===== src/rtl/seq_mult_pkg.sv =====
// Shared FSM state encoding and WIDTH legality limits for seq_mult.
// FIX state is present only when SEQ_MULT_SIGNED_EN is defined.
package seq_mult_pkg;

    localparam int unsigned WIDTH_MIN = 2;
    localparam int unsigned WIDTH_MAX = 16;

`ifdef SEQ_MULT_SIGNED_EN
    typedef enum logic [1:0] {
        ST_IDLE = 2'd0,
        ST_RUN  = 2'd1,
        ST_FIX  = 2'd2,
        ST_DONE = 2'd3
    } state_t;
`else
    typedef enum logic [1:0] {
        ST_IDLE = 2'd0,
        ST_RUN  = 2'd1,
        ST_DONE = 2'd3
    } state_t;
`endif

endpackage


===== src/rtl/seq_mult_if.sv =====
// Request/result bundle between a multiply requester (master) and seq_mult (slave).
interface seq_mult_if #(
    parameter int unsigned WIDTH = 4
);
    logic               start;
    logic [WIDTH-1:0]   a;
    logic [WIDTH-1:0]   b;
    logic               busy;
    logic               done;
    logic [2*WIDTH-1:0] product;

    modport master (output start, a, b, input busy, done, product);
    modport slave  (input start, a, b, output busy, done, product);
endinterface


===== src/rtl/seq_mult_ctrl.sv =====
// Sequencing FSM and multiplier bit counter for seq_mult.
// With SEQ_MULT_SIGNED_EN an extra FIX cycle precedes DONE for sign correction.
module seq_mult_ctrl
    import seq_mult_pkg::*;
#(
    parameter int unsigned WIDTH = 4
) (
    input  logic                     i_clk,
    input  logic                     i_rst_n,
    input  logic                     i_start,
    output logic                     o_busy,
    output logic                     o_done,
    output logic                     o_capture,
    output logic                     o_step,
    output logic                     o_load,
    output logic [$clog2(WIDTH)-1:0] o_count
);

    localparam int unsigned CW = $clog2(WIDTH);

    state_t        r_state;
    state_t        w_state_next;
    logic [CW-1:0] r_count;
    logic          w_last_bit;

    assign w_last_bit = (r_count == CW'(WIDTH - 1));
    assign o_count    = r_count;

    always_ff @(posedge i_clk or negedge i_rst_n) begin
        if (!i_rst_n) begin
            r_state <= ST_IDLE;
        end else begin
            r_state <= w_state_next;
        end
    end

    always_comb begin
        w_state_next = r_state;
        unique case (r_state)
            ST_IDLE: if (i_start) w_state_next = ST_RUN;
`ifdef SEQ_MULT_SIGNED_EN
            ST_RUN:  if (w_last_bit) w_state_next = ST_FIX;
            ST_FIX:  w_state_next = ST_DONE;
`else
            ST_RUN:  if (w_last_bit) w_state_next = ST_DONE;
`endif
            ST_DONE: w_state_next = ST_IDLE;
            default: w_state_next = ST_IDLE;
        endcase
    end

    // o_load marks the edge on which the final product is registered, so it
    // is visible in the DONE cycle itself.
    always_comb begin
        o_busy    = 1'b0;
        o_done    = 1'b0;
        o_capture = 1'b0;
        o_step    = 1'b0;
        o_load    = 1'b0;
        unique case (r_state)
            ST_IDLE: o_capture = i_start;
            ST_RUN: begin
                o_busy = 1'b1;
                o_step = 1'b1;
`ifndef SEQ_MULT_SIGNED_EN
                o_load = w_last_bit;
`endif
            end
`ifdef SEQ_MULT_SIGNED_EN
            ST_FIX: begin
                o_busy = 1'b1;
                o_load = 1'b1;
            end
`endif
            ST_DONE: o_done = 1'b1;
            default: ;
        endcase
    end

    always_ff @(posedge i_clk or negedge i_rst_n) begin
        if (!i_rst_n) begin
            r_count <= '0;
        end else if (o_capture) begin
            r_count <= '0;
        end else if (o_step) begin
            r_count <= r_count + 1'b1;
        end
    end

endmodule


===== src/rtl/seq_mult.sv =====
// Shift-and-add sequential multiplier, one multiplier bit per cycle, LSB first.
// Define SEQ_MULT_SIGNED_EN for two's-complement operands (magnitude multiply + FIX negate).
module seq_mult
    import seq_mult_pkg::*;
#(
    parameter int unsigned WIDTH = 4
) (
    input  logic      CLOCK_50,
    input  logic      RST_N,
    seq_mult_if.slave bus
);

    localparam int unsigned CW = $clog2(WIDTH);

    generate
        if (WIDTH < WIDTH_MIN || WIDTH > WIDTH_MAX) begin : g_bad_width
            $error("seq_mult: WIDTH outside legal range");
        end
    endgenerate

    logic               w_busy;
    logic               w_done;
    logic               w_capture;
    logic               w_step;
    logic               w_load;
    logic [CW-1:0]      w_count;

    logic [WIDTH-1:0]   r_mcand;
    logic [WIDTH-1:0]   r_mplier;
    logic [2*WIDTH-1:0] r_acc;
    logic [2*WIDTH-1:0] r_product;
    logic [WIDTH-1:0]   w_mcand_in;
    logic [WIDTH-1:0]   w_mplier_in;
    logic [2*WIDTH-1:0] w_addend;
    logic [2*WIDTH-1:0] w_acc_next;
    logic [2*WIDTH-1:0] w_result;

    seq_mult_ctrl #(
        .WIDTH (WIDTH)
    ) u_ctrl (
        .i_clk     (CLOCK_50),
        .i_rst_n   (RST_N),
        .i_start   (bus.start),
        .o_busy    (w_busy),
        .o_done    (w_done),
        .o_capture (w_capture),
        .o_step    (w_step),
        .o_load    (w_load),
        .o_count   (w_count)
    );

`ifdef SEQ_MULT_SIGNED_EN
    logic r_neg;

    // Magnitudes are multiplied unsigned; -2^(WIDTH-1) maps onto itself as an
    // unsigned value, which is exactly its magnitude.
    assign w_mcand_in  = bus.a[WIDTH-1] ? -bus.a : bus.a;
    assign w_mplier_in = bus.b[WIDTH-1] ? -bus.b : bus.b;
    assign w_result    = r_neg ? -r_acc : r_acc;

    always_ff @(posedge CLOCK_50 or negedge RST_N) begin
        if (!RST_N) begin
            r_neg <= 1'b0;
        end else if (w_capture) begin
            r_neg <= bus.a[WIDTH-1] ^ bus.b[WIDTH-1];
        end
    end
`else
    assign w_mcand_in  = bus.a;
    assign w_mplier_in = bus.b;
    assign w_result    = w_acc_next;
`endif

    assign w_addend   = r_mplier[w_count] ? ({{WIDTH{1'b0}}, r_mcand} << w_count) : '0;
    assign w_acc_next = r_acc + w_addend;

    always_ff @(posedge CLOCK_50 or negedge RST_N) begin
        if (!RST_N) begin
            r_mcand   <= '0;
            r_mplier  <= '0;
            r_acc     <= '0;
            r_product <= '0;
        end else begin
            if (w_capture) begin
                r_mcand  <= w_mcand_in;
                r_mplier <= w_mplier_in;
                r_acc    <= '0;
            end else if (w_step) begin
                r_acc <= w_acc_next;
            end
            if (w_load) begin
                r_product <= w_result;
            end
        end
    end

    assign bus.busy    = w_busy;
    assign bus.done    = w_done;
    assign bus.product = r_product;

endmodule


===== src/flat_wrapper.sv =====
// flat-port wrapper written by rule: the top's interface ports become plain ports
module seq_mult_flat import seq_mult_pkg::*;
#(
    parameter int unsigned WIDTH = 4
)
  (CLOCK_50, RST_N, bus_start, bus_a, bus_b, bus_busy, bus_done, bus_product);
  seq_mult_if #(.WIDTH(WIDTH)) bus_i ();
  input  logic CLOCK_50;
  input  logic RST_N;
  input wire logic [$bits(bus_i.start)-1:0] bus_start;
  input wire logic [$bits(bus_i.a)-1:0] bus_a;
  input wire logic [$bits(bus_i.b)-1:0] bus_b;
  output wire logic [$bits(bus_i.busy)-1:0] bus_busy;
  output wire logic [$bits(bus_i.done)-1:0] bus_done;
  output wire logic [$bits(bus_i.product)-1:0] bus_product;
  assign bus_i.start = bus_start;
  assign bus_i.a = bus_a;
  assign bus_i.b = bus_b;
  assign bus_busy = bus_i.busy;
  assign bus_done = bus_i.done;
  assign bus_product = bus_i.product;
  seq_mult #(.WIDTH(WIDTH)) u_core (.CLOCK_50(CLOCK_50), .RST_N(RST_N), .bus(bus_i));
endmodule

===== config.mk =====
export PLATFORM = sky130hd
export DESIGN_NAME = seq_mult_flat
export DESIGN_NICKNAME = d
export VERILOG_FILES = /design/src/rtl/seq_mult_pkg.sv /design/src/rtl/seq_mult_if.sv /design/src/rtl/seq_mult_ctrl.sv /design/src/rtl/seq_mult.sv /design/src/flat_wrapper.sv
export SDC_FILE = /design/constraint.sdc
export NUM_CORES = 1
export LEC_CHECK = 0
export ABC_AREA = 1
export CORE_MARGIN = 1.5
export CORE_UTILIZATION = 30
export DETAILED_ROUTE_END_ITERATION = 8
export GPL_TIMING_DRIVEN = 0
export PLACE_DENSITY_LB_ADDON = 0.08
export SKIP_CTS_REPAIR_TIMING = 1
export SYNTH_ARGS = -nofsm -noshare
export SYNTH_HDL_FRONTEND = slang
export SYNTH_SLANG_ARGS = --single-unit

===== constraint.sdc =====
create_clock -name CLOCK_50 -period 3.9 [get_ports CLOCK_50]
set_input_delay 0.585 -clock CLOCK_50 [delete_from_list [all_inputs] [get_ports CLOCK_50]]
set_output_delay 0.585 -clock CLOCK_50 [all_outputs]
set_load 0.01 [all_outputs]

==> results of run 1 <==
-- routing by layer --
metal | share of wire | track usage
met5 | 0 | 0
met4 | 0.0067 | 0.0298
met3 | 0.029 | 0.0357
met2 | 0.45 | 0.214
met1 | 0.51 | 0.189
-- worst register-to-register path, stage by stage (launching register included) --
cell and delay [ns]:
dfrtp_1 0.38, buf_6 0.15, nor2_1 0.05, nor2_1 0.10, o21ai_2 0.09, nor2_1 0.13, ha_1 0.18, inv_1 0.05
fa_1 0.40, inv_1 0.07, nand2_1 0.05, nand2_1 0.10, nand3b_1 0.10, nand2_1 0.07, nand2_1 0.06, nand3_1 0.08
nand2_1 0.06
-- sequential cells by signal (all words and copies together), names as in the netlist --
signal,flops
u_core.r_acc,8
u_core.u_ctrl.o_count,2
u_core.u_ctrl.r_state,2
u_core.r_mcand,4
u_core.r_mplier,4
u_core.bus.product,8
-- cell type report --
| cell class | count | area (sq um) | area share |
|---|---|---|---|
| multi-input combinational | 144 | 767 | 0.394 |
| sequential | 28 | 701 | 0.360 |
| timing repair buffer | 20 | 195 | 0.100 |
| inverter | 27 | 104 | 0.0533 |
| tap | 70 | 87.6 | 0.0450 |
| clock buffer | 3 | 41.3 | 0.0212 |
| clock inverter | 1 | 30.0 | 0.0154 |
| buffer | 2 | 22.5 | 0.0116 |
-- through the flow --
stage,setup WS [ns],power [mW],cells,cell area [sq um]
final,1.58,1.63,295,1950
after global routing,1.37,1.81,295,1950
after CTS,1.56,1.66,295,1950
after detailed placement,1.67,1.41,291,1880
after global placement,1.64,1.41,291,1880
after floorplan,1.93,1.15,201,1590
-- how the worst max path moves through the flow --
stage | from | endpoint | cells after the start
5_1_grt | u_core.u_ctrl.o_count[0] | u_core.r_acc[6] | 16
4_1_cts | u_core.u_ctrl.r_state[1] | bus_busy | 4
2_1_floorplan | u_core.u_ctrl.o_count[0] | u_core.r_acc[6] | 16
6_report | u_core.u_ctrl.r_state[1] | bus_busy | 4
3_5_place_dp | u_core.u_ctrl.o_count[0] | u_core.bus.product[6] | 16
3_3_place_gp | RST_N | u_core.u_ctrl.r_state[0] | 1
-- cells by family (layout without fill, tap and decap cells) --
kind of cell	after synthesis	in the layout	share of synthesized area
AO/OA/AOI/OAI	20	20	0.0785
XOR/XNOR	1	1	0.00550
adder cells (fa/ha/maj)	9	9	0.0754
buffers and inverters	29	53	0.0793
flip-flops	28	28	0.440
multiplexers	1	1	0.00628
AND/OR/NAND/NOR	113	113	0.316
-- placed cells by master (no fill, tap or decap), types with 2 or more instances in the layout --
| cell type | synthesis | layout |
|---|---|---|
| nor2_2 | 2 | 2 |
| nand3_1 | 18 | 18 |
| inv_1 | 22 | 22 |
| nand2_4 | 2 | 2 |
| clkdlybuf4s50_1 | 0 | 19 |
| nor2_1 | 11 | 11 |
| clkbuf_8 | 0 | 3 |
| nand3b_1 | 2 | 2 |
| dfrtp_1 | 28 | 28 |
| nand2_2 | 2 | 2 |
| a21oi_1 | 2 | 2 |
| a21o_1 | 2 | 2 |
| o21ai_2 | 5 | 5 |
| buf_6 | 2 | 2 |
| inv_2 | 3 | 3 |
| o21ai_0 | 9 | 9 |
| ha_1 | 8 | 8 |
| nand2_1 | 73 | 73 |
-- power by group through the flow --
stage               combinational [mW]  sequential, mW  clock (mW)
finish                           0.889           0.501       0.238
global route                      1.03           0.523       0.259
CTS                              0.908           0.503       0.250
detailed placement               0.904           0.507           0
global placement                 0.901           0.510           0
floorplan                        0.638           0.510           0
==> out/summary.txt, run 1 <==
P per Cell Area - 836 nW/um^2
CP max stage delay - 0.58 ns
Final TNS setup - 0 ns
CP bufs+invs - 3
Final Skew - 0.00920 ns
Syn Std Cell Area - 1590 sq um
Syn Inst Count - 201
Syn Nets - 221
initial detailed-routing violation count - 49
switching pwr - 0.703 mW
Top delay family on crit path - buffers and inverters
crit path DAT - 1.74 ns
worst reg2reg setup slack - 1.66 ns
post-route core utilization - 0.381
Crit-path slowest cell - clkdlybuf4s50_1
vias in the first global route - 1260
mean post-synth cell area - 7.93 sq um
crit path kind - flop to primary output
largest fanout on the critical path - 8
final HPWL from detailed placement - 2.48 mm
cells along the critical path - inv_1 > nand2_4 > clkinv_1 > clkdlybuf4s50_1
Port-buffer cells - 20
Antenna Cells - 0
CORE AREA - 5110 sq um
Sequential Power Share - 0.308
Bufs on Longest Clock Path - 2
final WL - 3.31 mm
CP required - 3.31 ns
# clock sinks - 28
most frequent cells after synthesis - 73 x nand2_1, 28 x dfrtp_1, 22 x inv_1
largest cells by area after synthesis - dfrtp_1 44%, nand2_1 17%, ha_1 6.3%, nand3_1 5.7%, inv_1 5.2%
wire per inst - 11.2 um
TritonRoute pass-1 iters - 4
CTS tree - built
hold slack final - 0.324 ns
slew at the pin with the worst max-slew slack - 0.667 ns
endpoints failing hold - 0
Synthesis Warnings - 0
Post-synth ARST share - 1.00
synthesis-stage register bit count - 28
MaxCap Viol Count - 0
fill count - 566
reg2reg end - u_core.bus.product[6]
first-pass GRT wire length - 5.80 mm
startpoint types - flop
Placement Rows - 26
Initial Utilization - 0.312
DR DRC count - 0
setup violation total in the final timing report - 0
H-tree level count - 1
Die Height - 75.9 um
Num CTS Buffers - 3
I/O Pins - 21
Worst Reg2Reg Path Length in Cells - 16
Switching Share - 0.432
clock latency on the worst-skew pair - 0.28 ns
initial antenna violation count - 0
Post-synth top flop - dfrtp_1
GRT Overall Usage - 0.136
clock root buffer - clkbuf_8
fmax - 0.431 GHz
layout net count - 246
vias per cell - 4.32
crit share post-route - 0.596
outcome - finished clean
power share of the clock group - 0.146
combinational share of power - 0.546
RSZ-0062 raised after global routing - no
Hold Path Class - primary input to async pin
vias - 1275
Layout area overhead - 22.2%
Routed Antenna Nets - 0
ratio of cells with drive above 1 in the final layout - 0.107
register area share after synthesis - 0.440
Worst VDD drop - 0.509 mV
Final min period - 2.32 ns
synth unique cells - 26
Rel. slew slack - 0.555
Die Wd - 75.9 um
EDFF count, synth - 0
Max Transition Viols Final - 0
Clock transition at path regs - 0.11 ns
Die Area - 5760 sq um
worst flop-to-flop path startpoint - u_core.u_ctrl.o_count[0]
leading area contributor after synthesis - dfrtp_1
Congestion Overflow GR - 0
internal power - 0.925 mW
largest net degree at the start of global routing - 29
routability cong. - 0.771
element type at the critical path end - primary output
most frequent cell after synthesis - nand2_1
post-synth top area share - 0.440
P_leak - 1.03 nW
Note: power is estimated with default switching activity, not from simulation.
==> run 2: changes to the inputs <==
==> constraint.sdc (replaced) <==
create_clock -name CLOCK_50 -period 2 [get_ports CLOCK_50]
set_input_delay 0.3 -clock CLOCK_50 [delete_from_list [all_inputs] [get_ports CLOCK_50]]
set_output_delay 0.3 -clock CLOCK_50 [all_outputs]
set_load 0.01 [all_outputs]
==> run 2 against run 1 <==
  * The flow now finishes with violations (setup timing)
  * Non-clock buffer count grew 12
  * Cell count grew 4.1%
  * Via count grew 6.1%
  * Sequential share of layout area shrank 4.5 points
  * Routed wire length grew 8.7%
  * Critical path depth grew 9
  * Worst setup slack lost 1.7 ns
  * Largest cell class unchanged
  * Highest routed layer unchanged
==> out/summary.txt, run 2 (same netlist as run 1, synthesis figures left out) <==
cells along the critical path - buf_6 > buf_12 > buf_4 > mux2i_2 > o21ai_1 > nand2_2 > inv_2 > ha_4 > or2_4 > nand3b_1 > nand3_1 > nand3_1 > nand2_1 (was inv_1 > nand2_4 > clkinv_1 > clkdlybuf4s50_1)
layout net count - 258 (was 246)
Placement Rows - 26 (unchanged)
failing checks - setup timing
routability cong. - 0.771 (unchanged)
Port-buffer cells - 20 (unchanged)
Die Area - 5760 sq um (unchanged)
initial detailed-routing violation count - 32 (was 49)
MaxCap Viol Count - 0 (unchanged)
Initial Utilization - 0.312 (unchanged)
Bufs on Longest Clock Path - 2 (unchanged)
CP bufs+invs - 4 (was 3)
Routed Antenna Nets - 0 (unchanged)
Crit-path slowest cell - dfrtp_1 (was clkdlybuf4s50_1)
endpoints failing hold - 0 (unchanged)
Cell Count, Final, Fillers Out - 307 (was 295)
Cells after DPL - 291 (unchanged)
GRT Overall Usage - 0.136 (unchanged)
startpoint types - flop (unchanged)
most common cell after layout, fill and taps aside - nand2_1 (unchanged)
setup violation total in the final timing report - 10 (was 0)
Clock transition at path regs - 0.11 ns (about the same)
vias per cell - 4.41 (was 4.32)
fin worst setup slack - -0.164 ns (was 1.58 ns)
Die Height - 75.9 um (unchanged)
Layout area overhead - 40.0% (was 22.2%)
Final Skew - 0.00696 ns (was 0.00920 ns)
largest fanout on the critical path - 5 (was 8)
final HPWL from detailed placement - 2.48 mm (unchanged)
Top delay family on crit path - simple AND/OR/NAND/NOR gates (was buffers and inverters)
TritonRoute pass-1 iters - 4 (unchanged)
first-pass GRT wire length - 5.80 mm (unchanged)
Setup WS pre-CTS - -0.231 ns (was 1.67 ns)
Max Transition Viols Final - 0 (unchanged)
CP max stage delay - 0.41 ns (was 0.58 ns)
Die Wd - 75.9 um (unchanged)
fmax - 0.462 GHz
Antenna Cells - 0 (unchanged)
Hold Path Class - primary input to async pin (unchanged)
clock root buffer - clkbuf_8 (unchanged)
crit path DAT - 2.35 ns (was 1.74 ns)
vias - 1353 (was 1275)
ratio of cells with drive above 1 in the final layout - 0.304 (was 0.107)
CP required - 2.19 ns (was 3.31 ns)
CTS tree - built (unchanged)
final WL - 3.59 mm (was 3.31 mm)
Crit path top cell by count - nand3_1
clock latency on the worst-skew pair - 0.29 ns (was 0.28 ns)
slew at the pin with the worst max-slew slack - 0.674 ns (was 0.667 ns)
P per Cell Area - 1730 nW/um^2 (was 836 nW/um^2)
Final min period - 2.16 ns
outcome - finished with violations (was finished clean)
RSZ-0062 raised after global routing - yes (was no)
P_leak - 1.11 nW (was 1.03 nW)
most frequent cells in the layout - 63 x nand2_1, 27 x dfrtp_1, 18 x clkdlybuf4s50_1, 17 x inv_1, 14 x nand3_1 (was 73 x nand2_1, 28 x dfrtp_1, 22 x inv_1, 19 x clkdlybuf4s50_1, 18 x nand3_1)
crit path kind - flop to flop (was flop to primary output)
CORE AREA - 5110 sq um (unchanged)
I/O Pins - 21 (unchanged)
element type at the critical path end - flop (was primary output)
# clock sinks - 28 (unchanged)
Rel. slew slack - 0.551 (was 0.555)
wire per inst - 11.7 um (was 11.2 um)
Worst VDD drop - 1.07 mV (was 0.509 mV)
largest net degree at the start of global routing - 29 (unchanged)
vias in the first global route - 1260 (unchanged)
Num CTS Buffers - 3 (unchanged)
crit share post-route - 1.08
DR DRC count - 0 (unchanged)
initial antenna violation count - 0 (unchanged)
Congestion Overflow GR - 0 (unchanged)
H-tree level count - 1 (unchanged)
fill count - 554 (was 566)
==> run 2: cell count changes in the layout (fill, tap and decap cells not counted), sizes merged <==
cell | previous run | this run
dlymetal6s2s | 0 | 1
clkdlybuf4s50 | 19 | 18
buf | 3 | 15
clkinv | 1 | 0
clkinvlp | 0 | 1
==> run 2: layer usage <==
metal | vias to the layer above | global-route usage | part of all wire | wire length [um]
met5 | - | 0 | 0 | 0
met4 | 0 | 0.0298 | 0.0061 | 22
met3 | 2 | 0.0357 | 0.029 | 105
met2 | 15 | 0.214 | 0.47 | 1690
met1 | 634 | 0.189 | 0.49 | 1780
li1 | 702 | - | - | -
==> run 2: report_power, final <==
| group | total [mW] | internal [mW] | switching [mW] |
|---|---|---|---|
| Sequential | 1.02 | 0.821 | 0.198 |
| Combinational | 2.38 | 1.11 | 1.26 |
| Clock | 0.471 | 0.269 | 0.203 |
| Total | 3.87 | 2.20 | 1.66 |
==> run 2: worst paths after layout <==
kind,startpoint,to,slack [ns],cells past startpoint
setup / recovery,u_core.u_ctrl.o_count[0],u_core.r_acc[6],-0.16,13
hold / removal,RST_N,u_core.bus.product[5],0.03,1
setup reg to reg,u_core.u_ctrl.o_count[0],u_core.r_acc[6],-0.16,13
hold reg to reg,u_core.bus.product[1],u_core.bus.product[1],0.49,2
max in group asynchronous,RST_N,u_core.u_ctrl.o_count[1],1.49,1
min in group CLOCK_50,u_core.bus.product[1],u_core.bus.product[1],0.49,2
==> run 2: metrics by stage <==
step | hold WS (ns) | utilization | TNS [ns] | cell area, sq um | power, mW
6_report | 0.0316 | 0.437 | -1.09 | 2230 | 3.87
5_1_grt | 0.0729 | 0.437 | -2.38 | 2230 | 4.22
4_1_cts | 0.0595 | 0.381 | -1.40 | 1950 | 3.24
3_5_place_dp | 0.384 | 0.367 | -1.01 | 1880 | 2.75
3_3_place_gp | 0.466 | 0.368 | -1.12 | 1880 | 2.75
2_1_floorplan | 0.00441 | - | 0 | 1590 | 2.24
==> run 2: cell type report <==
type / count / area (sq um) / area share
clock inverters: 1 / 30.0 / 0.0135
flip-flops and latches: 28 / 702 / 0.315
plain buffers: 2 / 22.5 / 0.0101
inverters: 27 / 113 / 0.0505
well taps: 70 / 87.6 / 0.0393
repair buffers: 32 / 300 / 0.135
multi-input cells: 144 / 935 / 0.419
clock buffers: 3 / 41.3 / 0.0185
